==> src/rtl/ltc_adc_8_parallel_reader.sv <==
// ltc_adc_8_parallel_reader
// Sequencer for eight parallel-output 12-bit ADCs that share one data bus,
// one conversion-start line and one read strobe. Each ADC has its own
// active-low chip select and BUSY line. A start pulse fires a simultaneous
// conversion, waits for the selected converters, then reads the selected
// channels one at a time, lowest index first.
//
// Optional feature macro: LTC_ADC_TIMEOUT_EN bounds the BUSY wait to
// TIMEOUT_CYCLES cycles and reports an abort on o_timeout_err. When the
// macro is not defined the wait is unbounded and o_timeout_err is tied 0.
//
// Ports:
//   i_clk, i_reset      clock; synchronous active-high reset
//   i_start             one-cycle pulse, accepted only when idle
//   i_chan_mask[7:0]    channels to read, sampled with an accepted start
//   i_adc_data[11:0]    shared ADC data bus
//   i_adc_busy[7:0]     per-ADC BUSY, active-high, already synchronized
//   o_convst            shared conversion start, active-high
//   o_cs_n[7:0]         per-ADC chip select, active-low
//   o_rd_n              shared read strobe, active-low
//   o_sample_data/index result and its channel, held between valids
//   o_sample_valid      one-cycle qualifier for sample_data/index
//   o_done              one-cycle end-of-sequence pulse
//   o_busy              sequence in progress (low in the done cycle)
//   o_timeout_err       sticky abort flag, cleared by next accepted start
module ltc_adc_8_parallel_reader #(
  parameter int unsigned CONVST_CYCLES  = 2,
  parameter int unsigned BLANK_CYCLES   = 2,
  parameter int unsigned RD_CYCLES      = 3,
  parameter int unsigned TIMEOUT_CYCLES = 255
) (
  input  logic        i_clk,
  input  logic        i_reset,
  input  logic        i_start,
  input  logic [7:0]  i_chan_mask,
  input  logic [11:0] i_adc_data,
  input  logic [7:0]  i_adc_busy,
  output logic        o_convst,
  output logic [7:0]  o_cs_n,
  output logic        o_rd_n,
  output logic [11:0] o_sample_data,
  output logic [2:0]  o_sample_index,
  output logic        o_sample_valid,
  output logic        o_done,
  output logic        o_busy,
  output logic        o_timeout_err
);

  typedef enum logic [2:0] {
    S_IDLE, S_CONV, S_BLANK, S_WAIT, S_READ, S_GAP, S_DONE
  } state_t;

  state_t      r_state;
  logic [7:0]  r_mask;
  logic [7:0]  r_cnt;
  logic [2:0]  r_chan;
  logic        r_convst;
  logic [7:0]  r_cs_n;
  logic        r_rd_n;
  logic [11:0] r_sample_data;
  logic [2:0]  r_sample_index;
  logic        r_sample_valid;
  logic        r_done;
  logic        r_busy;

  // Lowest set bit of a channel mask; callers only use it on nonzero masks.
  function automatic logic [2:0] f_lowest(input logic [7:0] mask);
    logic [2:0] idx;
    idx = 3'd0;
    for (int i = 7; i >= 0; i--) begin
      if (mask[i]) begin
        idx = 3'(i);
      end
    end
    return idx;
  endfunction

  // Chip-select pattern with only channel idx driven low.
  function automatic logic [7:0] f_cs_n(input logic [2:0] idx);
    return ~(8'd1 << idx);
  endfunction

  logic [7:0] w_mask_rest;
  logic       w_busy_clear;

  assign w_mask_rest  = r_mask & ~(8'd1 << r_chan);
  // Only the channels being read gate the wait; other BUSY lines are ignored.
  assign w_busy_clear = ((i_adc_busy & r_mask) == 8'd0);

`ifdef LTC_ADC_TIMEOUT_EN
  logic [15:0] r_wait_cnt;
  logic        r_timeout_err;
  assign o_timeout_err = r_timeout_err;
`else
  assign o_timeout_err = 1'b0;
`endif

  // Sequencer: state, counters and all registered outputs.
  always_ff @(posedge i_clk) begin
    if (i_reset) begin
      r_state        <= S_IDLE;
      r_mask         <= 8'd0;
      r_cnt          <= 8'd0;
      r_chan         <= 3'd0;
      r_convst       <= 1'b0;
      r_cs_n         <= 8'hFF;
      r_rd_n         <= 1'b1;
      r_sample_data  <= 12'd0;
      r_sample_index <= 3'd0;
      r_sample_valid <= 1'b0;
      r_done         <= 1'b0;
      r_busy         <= 1'b0;
`ifdef LTC_ADC_TIMEOUT_EN
      r_wait_cnt     <= 16'd0;
      r_timeout_err  <= 1'b0;
`endif
    end else begin
      r_sample_valid <= 1'b0;
      r_done         <= 1'b0;
      case (r_state)
        S_IDLE: begin
          if (i_start) begin
            r_mask <= i_chan_mask;
            r_cnt  <= 8'd0;
`ifdef LTC_ADC_TIMEOUT_EN
            r_timeout_err <= 1'b0;
`endif
            if (i_chan_mask != 8'd0) begin
              r_state  <= S_CONV;
              r_convst <= 1'b1;
              r_busy   <= 1'b1;
            end else begin
              // Nothing to read: finish without touching the converters.
              r_state <= S_DONE;
              r_done  <= 1'b1;
            end
          end
        end
        S_CONV: begin
          if (r_cnt == 8'(CONVST_CYCLES - 1)) begin
            r_convst <= 1'b0;
            r_cnt    <= 8'd0;
`ifdef LTC_ADC_TIMEOUT_EN
            r_wait_cnt <= 16'd0;
`endif
            r_state  <= (BLANK_CYCLES == 0) ? S_WAIT : S_BLANK;
          end else begin
            r_cnt <= r_cnt + 8'd1;
          end
        end
        S_BLANK: begin
          // BUSY may not yet be asserted right after convst; do not look at it.
          if (r_cnt == 8'(BLANK_CYCLES - 1)) begin
            r_cnt   <= 8'd0;
            r_state <= S_WAIT;
          end else begin
            r_cnt <= r_cnt + 8'd1;
          end
        end
        S_WAIT: begin
          if (w_busy_clear) begin
            r_chan  <= f_lowest(r_mask);
            r_cs_n  <= f_cs_n(f_lowest(r_mask));
            r_rd_n  <= 1'b0;
            r_cnt   <= 8'd0;
            r_state <= S_READ;
`ifdef LTC_ADC_TIMEOUT_EN
          end else if (r_wait_cnt == 16'(TIMEOUT_CYCLES - 1)) begin
            r_state       <= S_DONE;
            r_done        <= 1'b1;
            r_busy        <= 1'b0;
            r_timeout_err <= 1'b1;
          end else begin
            r_wait_cnt <= r_wait_cnt + 16'd1;
`endif
          end
        end
        S_READ: begin
          // Bus is sampled on the final strobe cycle, then released.
          if (r_cnt == 8'(RD_CYCLES - 1)) begin
            r_sample_data  <= i_adc_data;
            r_sample_index <= r_chan;
            r_sample_valid <= 1'b1;
            r_cs_n         <= 8'hFF;
            r_rd_n         <= 1'b1;
            r_state        <= S_GAP;
          end else begin
            r_cnt <= r_cnt + 8'd1;
          end
        end
        S_GAP: begin
          r_mask <= w_mask_rest;
          if (w_mask_rest != 8'd0) begin
            r_chan  <= f_lowest(w_mask_rest);
            r_cs_n  <= f_cs_n(f_lowest(w_mask_rest));
            r_rd_n  <= 1'b0;
            r_cnt   <= 8'd0;
            r_state <= S_READ;
          end else begin
            r_state <= S_DONE;
            r_done  <= 1'b1;
            r_busy  <= 1'b0;
          end
        end
        S_DONE: begin
          // A start seen here is dropped; acceptance resumes next cycle.
          r_state <= S_IDLE;
        end
        default: begin
          r_state  <= S_IDLE;
          r_convst <= 1'b0;
          r_cs_n   <= 8'hFF;
          r_rd_n   <= 1'b1;
          r_busy   <= 1'b0;
        end
      endcase
    end
  end

  assign o_convst       = r_convst;
  assign o_cs_n         = r_cs_n;
  assign o_rd_n         = r_rd_n;
  assign o_sample_data  = r_sample_data;
  assign o_sample_index = r_sample_index;
  assign o_sample_valid = r_sample_valid;
  assign o_done         = r_done;
  assign o_busy         = r_busy;

endmodule

==> config.mk <==
export PLATFORM = sky130hd
export DESIGN_NAME = ltc_adc_8_parallel_reader
export DESIGN_NICKNAME = d
export VERILOG_FILES = /design/src/rtl/ltc_adc_8_parallel_reader.sv
export SDC_FILE = /design/constraint.sdc
export NUM_CORES = 1
export LEC_CHECK = 0
export ABC_AREA = 1
export BUFFER_PORTS_ARGS = -buffer_cell sky130_fd_sc_hd__buf_4
export CAP_MARGIN = 20
export CORE_MARGIN = 5
export CORE_UTILIZATION = 50
export DETAILED_ROUTE_END_ITERATION = 7
export PLACE_DENSITY = 0.75
export SLEW_MARGIN = 30
export SYNTH_ARGS = -nofsm -noshare
export SYNTH_HDL_FRONTEND = slang
export SYNTH_SLANG_ARGS = --single-unit
==> constraint.sdc <==
create_clock -name i_clk -period 2.1 [get_ports i_clk]
set_input_delay 0.63 -clock i_clk [delete_from_list [all_inputs] [get_ports i_clk]]
set_output_delay 0.63 -clock i_clk [all_outputs]
set_load 0.005 [all_outputs]
==> results of run 1 <==
[cell usage in the layout, fill, tap and decap left out, drive strengths merged, types with 2 or more instances in the layout]
master    n
a21oi    31
buf      62
clkbuf    5
clkinv    3
dfxtp    50
ha        3
inv      51
nand2   118
nand3    34
nand4     4
nor2     50
nor4      2
o211ai    5
o21ai    36
o21bai    3
o221ai    8
xor2      3
[cell families (layout without fill, tap and decap cells)]
logic type / count (synthesis) / count (layout) / share of synthesized area
fa+ha+maj: 3 / 3 / 0.0136
buf+inv: 61 / 121 / 0.0861
other cells: 1 / 1 / 0.00136
flops: 50 / 50 / 0.362
simple gates: 213 / 213 / 0.340
compound gates: 87 / 87 / 0.184
xor+xnor: 4 / 4 / 0.0127
[final timing paths]
| check | startpoint | cells after the start | end | slack [ps] |
|---|---|---|---|---|
| max reg2reg | r_state[1] | 10 | r_cnt[1] | 270 |
| min reg2reg | o_busy | 2 | o_busy | 480 |
| max | r_state[1] | 10 | r_cnt[1] | 270 |
| min | o_busy | 2 | o_busy | 480 |
[per-stage QoR]
stage                     instance area (sq um)  power (mW)  instances
after CTS                                  3370        3.17        551
after floorplan                            2760        2.19        419
final                                      3370        3.16        551
after detailed placement                   3270        2.57        543
after global routing                       3370        3.44        551
after global placement                     3270        2.55        543
[flip-flops by register name (all words and copies together) (netlist names)]
| name | count |
|---|---|
| o_done | 1 |
| o_cs_n | 8 |
| r_mask | 8 |
| r_state | 3 |
| o_sample_valid | 1 |
| o_busy | 1 |
| r_cnt | 8 |
| o_sample_index | 3 |
| r_chan | 3 |
| o_rd_n | 1 |
| o_sample_data | 12 |
| o_convst | 1 |
[worst reg2reg max path, delay by kind of cell, from the launching register on]
family	cells	cell delay (ps)
AOI/OAI and AO/OA	1	110
buffers and inverters	4	520
DFF	1	330
and+or+nand+nor	5	770
[cell type report]
cell class / instances / area [sq um] / share of cell area
tap: 72 / 90.1 / 0.0267
timing repair buffer: 62 / 465 / 0.138
multi-input combinational: 308 / 1520 / 0.452
sequential: 50 / 1000 / 0.297
inverter: 51 / 194 / 0.0576
clock buffer: 5 / 68.8 / 0.0204
clock inverter: 3 / 26.3 / 0.00780
[power by group]
group	total [mW]	internal [mW]	switching, mW	leakage [nW]
Combinational	1.35	0.489	0.861	1.11
Clock	0.603	0.246	0.357	0.0491
Sequential	1.21	1.08	0.130	0.406
[routing by layer]
layer  GRT usage  vias up
li1            -     1494
met4      0.0360        0
met5           0        -
met3      0.0343        4
met1       0.264     1314
met2       0.325       75
==> impl_metrics.toml, run 1 <==
[critical_path]
end_kind = "flop"
worstPathCellList = "inv_1 > nand2_2 > nor2_4 > inv_2 > nor2_4 > inv_2 > nand2_4 > inv_2 > o21ai_1 > nor2_1"
path_class = "reg2reg"
cp_max_fo = 23
max_stage_delay_ps = 330
path_buf_inv = 4
worstPathRequired_ps = 2310
worstPathArrival_ps = 2030
cp_slowest_cell = "dfxtp_1"
critPathTopFamily = "simple AND/OR/NAND/NOR gates"
path_common_cell = "inv_2"
cp-start-kind = "flop"

[routing]
met2_length_microns = 3370
drt_iter0_markers = 238
met3_length_microns = 381
drc_errors = 0
vias = 2887
firstDrtPassIters = 5
drt-met1-wl_microns = 3110
routed.top_layer = "met4"
drt_wl_total_microns = 6910
vias_per_cell = 5.24
wl_per_cell_microns = 12.5
detail-route-antenna-nets = 0

[logic_synthesis]
synth_edf_count = 0
synth.avg_cell_area_sq_um = 6.59
ys_top_cells_by_area = "dfxtp_1, nand2_1, nand3_1"
netlist.area_leader.share = 0.362
synth_ff_type = "dfxtp_1"
yosysMostFrequentCell = "nand2_1"
synth_nets = 453
synth_top_area_cell = "dfxtp_1"
ys_seq_area_frac = 0.362
netlist_instances = 419
syn_area_sq_mm = 0.00276
synth_warnings = 0
ys_types = 40
synthArstFlopShare = 0
synth_common_cells = "nand2_1, dfxtp_1, nor2_1, inv_1, nand3_1"
ys_ff_latch = 50

[final_layout]
drive_above_1_share = 0.209
nets = 512
final_util = 0.620
fillers = 519
n_antenna_cell = 0
synthToLayoutAreaGrowth_pct = 22.0

[timing]
worst_slack_ps = 274
hold_viol = 0
finalCritPeriodShare = 0.869
fmax_mhz = 548
fin_worst_skew_ps = 11.8
final_max_slew_viol_count = 0
worst_slew_pin_slew_ps = 524
period_minus_slack_ps = 1830
grt_setup_unrepaired = "false"
fin_tns_setup_ps = 0
setup_viol = 0
timing.hold.ws_ps = 479
slew_headroom = 0.649

[clocking]
cts_resized = 0
cts_tree = "done"
cts_buffers = 5
clock-root-buffer = "clkbuf_8"
clock_sink_count = 50
clkLatencyLatePin_ps = 310
cts_buffer_depth = 2
cts_max_level = 2
post_cts_buffers = 0
hold_buffers = 0
clk_pin_slew_worst_paths_ps = 100

[die]
num_rows = 27
initial_core_util = 0.508
die_area_sq_mm = 0.00711
core_area_sq_mm = 0.00544
io_pins = 60
die_h_microns = 84.3
die_w_microns = 84.3

[pwr]
vdd_drop_max_v = 0.000657
power_density_mw_per_mm2 = 939
leakage_nw = 1.57

[place]
place_congestion = 0.870
io_buffers = 58
post-place-ws_ps = 80.0
place.detailed.hpwl_microns = 5370

[global_route]
grt_max_degree = 24
grt_pass1_wl_microns = 11500
antenna_found_initial = 0
grt_pass1_vias = 2518
overflow = 0
track_usage = 0.194

[status]
outcome = "finished, final reports clean"

[min_path]
min_path_type = "reg2reg"

[flow_run]
drv_cap = 0
Power figures use the tool's default switching activity.
==> run 2, diff against run 1 <==
--- a/config.mk
+++ b/config.mk
@@ -5,13 +5,12 @@
 export SDC_FILE = /design/constraint.sdc
 export NUM_CORES = 1
 export LEC_CHECK = 0
-export ABC_AREA = 1
-export BUFFER_PORTS_ARGS = -buffer_cell sky130_fd_sc_hd__buf_4
 export CAP_MARGIN = 20
 export CORE_MARGIN = 5
 export CORE_UTILIZATION = 50
 export DETAILED_ROUTE_END_ITERATION = 7
-export PLACE_DENSITY = 0.75
+export DONT_BUFFER_PORTS = 1
+export PLACE_DENSITY = 0.66
 export SLEW_MARGIN = 30
 export SYNTH_ARGS = -nofsm -noshare
 export SYNTH_HDL_FRONTEND = slang
==> impl_metrics.toml, run 2 <==
[flow_run]
drv_cap = 0

[place]
place_congestion = 0.915
postPlaceCellArea_sq_mm = 0.00316
io_buffers = 0
place.detailed.hpwl_microns = 5830
dp_cells = 453
post-place-ws_ps = -149

[logic_synthesis]
synth_common_cells = "nand2_1, dfxtp_1, nor2_1, a21oi_1, o21ai_0"
synth_top_area_cell = "dfxtp_1"
synthArstFlopShare = 0
synth_nets = 403
synth_ff_type = "dfxtp_1"
ys_top_cells_by_area = "dfxtp_1, nand2_1, a21oi_1"
ys_ff_latch = 50
yosysMostFrequentCell = "nand2_1"
syn_area_sq_mm = 0.00290
synth.avg_cell_area_sq_um = 7.86
netlist.area_leader.share = 0.345
synth_edf_count = 0
synth_warnings = 0
ys_types = 65
netlist_instances = 369
ys_seq_area_frac = 0.345

[critical_path]
rrSetupSlack_ps = 80
end_kind = "flop"
rr_worst_depth = 6
cp-start-kind = "flop"
worstPathArrival_ps = 2230
path_class = "reg2reg"
r2r_start = "r_cnt[2]"
r2r_end = "o_cs_n[0]"
cp_max_fo = 5
worstPathRequired_ps = 2310

[pwr]
power_density_mw_per_mm2 = 964
p_int_mw = 1.88
combPwrFrac = 0.436
vdd_drop_max_v = 0.000442
leakage_nw = 1.19
p_seq_frac = 0.368
sw_frac_of_total = 0.406
power.clock.fraction = 0.196
p_switching_mw = 1.28
p_total_mw = 3.16

[min_path]
whs_endpoint = "r_chan[2]"
holdCritStartpoint = "i_reset"
min_path_type = "in2reg"
hold_path_depth = 1

[final_layout]
fin_cells = 461
drive_above_1_share = 0.206
layout_commonest_cell = "nand2_1"
final_area_sq_mm = 0.00328
nets = 422
largest_register_ffs = 12
final_util = 0.588
n_antenna_cell = 0
synthToLayoutAreaGrowth_pct = 13.1
final_cell_mix = "nand2_1, dfxtp_1, nor2_1"

[clocking]
hold_buffers = 0
clock_sink_count = 50
cts_buffers = 5
clk_pin_slew_worst_paths_ps = 100
cts_max_level = 2
cts_tree = "done"
cts_buffer_depth = 2
clkLatencyLatePin_ps = 310
clock-root-buffer = "clkbuf_8"

[timing]
worst_slack_ps = 77.9
hold_viol = 0
timing.hold.ws_ps = 374
fin_tns_setup_ps = 0
period_minus_slack_ps = 2020
setup_viol = 0
grt_setup_unrepaired = "true"
finalCritPeriodShare = 0.963
fmax_mhz = 495
final_max_slew_viol_count = 0
fin_worst_skew_ps = 7.36

[routing]
drt_iter0_markers = 167
vias_per_cell = 6.05
wl_per_cell_microns = 16.8
vias = 2789
drc_errors = 0
drt_wl_total_microns = 7730
detail-route-antenna-nets = 0
firstDrtPassIters = 4

[die]
num_rows = 27
core_area_sq_mm = 0.00557
die_area_sq_mm = 0.00742
io_pins = 60
die_h_microns = 86.1
die_w_microns = 86.1
initial_core_util = 0.520

[global_route]
grt_pass1_wl_microns = 12600
grt_pass1_vias = 2601
antenna_found_initial = 0
track_usage = 0.211
grt_max_degree = 40
overflow = 0

[status]
outcome = "finished, final reports clean"
==> run 2: how the worst max path moves through the flow <==
| stage | from | endpoint | slack [ps] | depth (start not counted) |
|---|---|---|---|---|
| after floorplan | i_adc_busy[0] | o_cs_n[0] | -10 | 6 |
| after global placement | i_adc_busy[0] | r_state[0] | -90 | 6 |
| after detailed placement | i_adc_busy[3] | r_state[0] | -150 | 6 |
| after CTS | r_mask[1] | r_state[0] | 40 | 6 |
| after global routing | r_cnt[2] | o_cs_n[0] | -40 | 6 |
| final | r_cnt[2] | o_cs_n[0] | 80 | 6 |
==> run 2: layout make-up <==
cell class	instances	area, sq um
multi-input combinational	283	1760
fill	519	2290
sequential	50	1010
inverter	10	37.5
tap	72	90.1
timing repair buffer	38	285
clock inverter	3	28.8
clock buffer	5	68.8
==> run 2: kinds of logic after synthesis <==
logic type | after synthesis | synth area share
and+or+nand+nor | 154 | 0.264
AOI/OAI and AO/OA | 116 | 0.291
DFF | 50 | 0.345
buffers and inverters | 36 | 0.0561
xor gates and xnor gates | 6 | 0.0181
adders and majority gates | 3 | 0.0129
muxes | 3 | 0.0117
other | 1 | 0.00129
==> run 2: per-layer routing <==
| metal | vias to the layer above | track usage | wire length (microns) |
|---|---|---|---|
| met5 | - | 0 | 0 |
| met4 | 0 | 0.0403 | 79 |
| met3 | 8 | 0.0576 | 723 |
| met2 | 110 | 0.329 | 3450 |
| met1 | 1296 | 0.292 | 3470 |
| li1 | 1375 | - | - |
==> run 2: timing repair <==
item | 4_1_cts | 5_1_grt
pin swaps | 0 | 3
resized for setup | 1 | 7
setup buffers | 0 | 0
endpoints found under the setup margin | 3 | 14
==> run 2: power by group through the flow <==
stage | Combinational (mW) | Sequential (mW) | Clock (mW)
2_1_floorplan | 1.02 | 1.12 | 0
3_3_place_gp | 1.32 | 1.18 | 0
3_5_place_dp | 1.34 | 1.18 | 0
4_1_cts | 1.34 | 1.16 | 0.640
5_1_grt | 1.52 | 1.18 | 0.678
6_report | 1.38 | 1.16 | 0.619
==> run 2: worst max-delay path: stages, from the launching register on <==
cell,delay [ps]
dfxtp_1,380
nor4_4,350
a41oi_2,200
a211oi_4,210
nand2_2,100
or3_1,390
o32a_1,280
==> run 3, diff against run 2 <==
--- a/config.mk
+++ b/config.mk
@@ -5,12 +5,12 @@
 export SDC_FILE = /design/constraint.sdc
 export NUM_CORES = 1
 export LEC_CHECK = 0
+export BUFFER_PORTS_ARGS = -buffer_cell sky130_fd_sc_hd__buf_4
 export CAP_MARGIN = 20
 export CORE_MARGIN = 5
 export CORE_UTILIZATION = 50
 export DETAILED_ROUTE_END_ITERATION = 7
-export DONT_BUFFER_PORTS = 1
-export PLACE_DENSITY = 0.66
+export PLACE_DENSITY = 0.75
 export SLEW_MARGIN = 30
 export SYNTH_ARGS = -nofsm -noshare
 export SYNTH_HDL_FRONTEND = slang
==> impl_metrics.toml, run 3 (same netlist as run 2, synthesis figures left out) <==
[final_layout]
n_antenna_cell = 0
synthToLayoutAreaGrowth_pct = 27.8
nets = 476
drive_above_1_share = 0.316
largest_register_ffs = 12
layout_commonest_cell = "buf_4"
final_cell_mix = "buf_4, nand2_1, nor2_1"

[global_route]
grt_pass1_wl_microns = 13200
overflow = 0
grt_pass1_vias = 2863
track_usage = 0.220
grt_max_degree = 40
antenna_found_initial = 0

[critical_path]
end_kind = "flop"
worstPathRequired_ps = 2310
path_class = "reg2reg"
cp-start-kind = "flop"
worstPathArrival_ps = 2220
startpoint = "r_cnt[2]"
rr_worst_depth = 6
cp_max_fo = 5
r2r_start = "r_cnt[2]"

[timing]
final_max_slew_viol_count = 0
finalCritPeriodShare = 0.958
grt_setup_unrepaired = "true"
period_minus_slack_ps = 2010
setup_viol = 0
hold_viol = 0
fin_worst_skew_ps = 4.68
timing.hold.ws_ps = 453
fin_tns_setup_ps = 0
fmax_mhz = 497

[routing]
routed.top_layer = "met4"
met3_length_microns = 717
met2_length_microns = 3590
drt-met1-wl_microns = 3610
drt_iter0_markers = 218
detail-route-antenna-nets = 0
firstDrtPassIters = 5
wl_per_cell_microns = 15.6
vias = 2995
drc_errors = 0
drt_wl_total_microns = 8030
vias_per_cell = 5.82

[clocking]
cts_buffer_depth = 2
clkLatencyLatePin_ps = 310
cts_buffers = 5
clk_pin_slew_worst_paths_ps = 100
clock_sink_count = 50
cts_tree = "done"
hold_buffers = 0
cts_max_level = 2
clock-root-buffer = "clkbuf_8"

[min_path]
holdCritStartpoint = "o_rd_n"
min_path_type = "reg2reg"
hold_path_depth = 2

[die]
die_area_sq_mm = 0.00742
initial_core_util = 0.520
io_pins = 60
die_w_microns = 86.1
core_area_sq_mm = 0.00557
die_h_microns = 86.1
num_rows = 27

[status]
outcome = "finished, final reports clean"

[place]
io_buffers = 58
place.detailed.hpwl_microns = 6030
place_congestion = 0.910

[pwr]
leakage_nw = 1.46
vdd_drop_max_v = 0.000442
power_density_mw_per_mm2 = 874

[flow_run]
drv_cap = 0
-- run 3: cell types whose count changed in the layout (fill, tap and decap cells not counted), moves of 2 or more --
cell / before / now
buf_4: 38 / 92
dfxtp_1: 47 / 41
dfxtp_2: 2 / 7
o22ai_2: 2 / 0
o22ai_4: 0 / 2
-- run 3: path summary, 6_finish.rpt --
path | endpoint | slack (ps)
min | o_rd_n | 450
max | o_cs_n[0] | 90
min reg2reg | o_rd_n | 450
max reg2reg | o_cs_n[0] | 90
-- run 3: what timing repair did --
| item | 4_1_cts | 5_1_grt |
|---|---|---|
| pin swaps | 1 | 5 |
| hold endpoints to repair | 0 | 0 |
| buffers inserted | 0 | 1 |
| gates cloned | 0 | 0 |
| resized for setup | 1 | 16 |
| endpoints found under the setup margin | 7 | 14 |
-- run 3: stage by stage --
stage               instances  utilization  cell area (sq um)  worst slack, ps  total power, mW
floorplan                 369            -               2900            -13.7             2.14
global placement          506        0.637               3550             -207             2.55
detailed placement        506        0.637               3550             -306             2.58
CTS                       514        0.655               3650             22.3             3.20
global route              515        0.665               3710            -3.61             3.46
finish                    515        0.665               3710             88.8             3.24
-- run 3: critical path: stages, from the launching register on --
cell and delay (ps):
dfxtp_1 370, nor4_4 350, a41oi_2 190, a211oi_4 220
nand2_2 80, or3_1 400, o32a_1 290
-- run 3: layout make-up --
type	instances	area, sq um
repair buffers	92	691
well taps	72	90.1
clock inverters	3	28.8
fillers	500	1870
flip-flops and latches	50	1020
inverters	10	37.5
multi-input cells	283	1770
clock buffers	5	68.8
-- run 3: layer usage --
metal / track usage / vias to the layer above
met3: 0.0384 / 12
met1: 0.309 / 1376
met5: 0 / -
li1: - / 1483
met2: 0.340 / 124
met4: 0.0763 / 0
-- run 3: where the power goes --
group	total (mW)	internal, mW	switching (mW)	leakage, nW
clock	0.619	0.250	0.369	0.0506
sequential	1.19	1.05	0.145	0.410
combinational	1.43	0.628	0.800	1.00
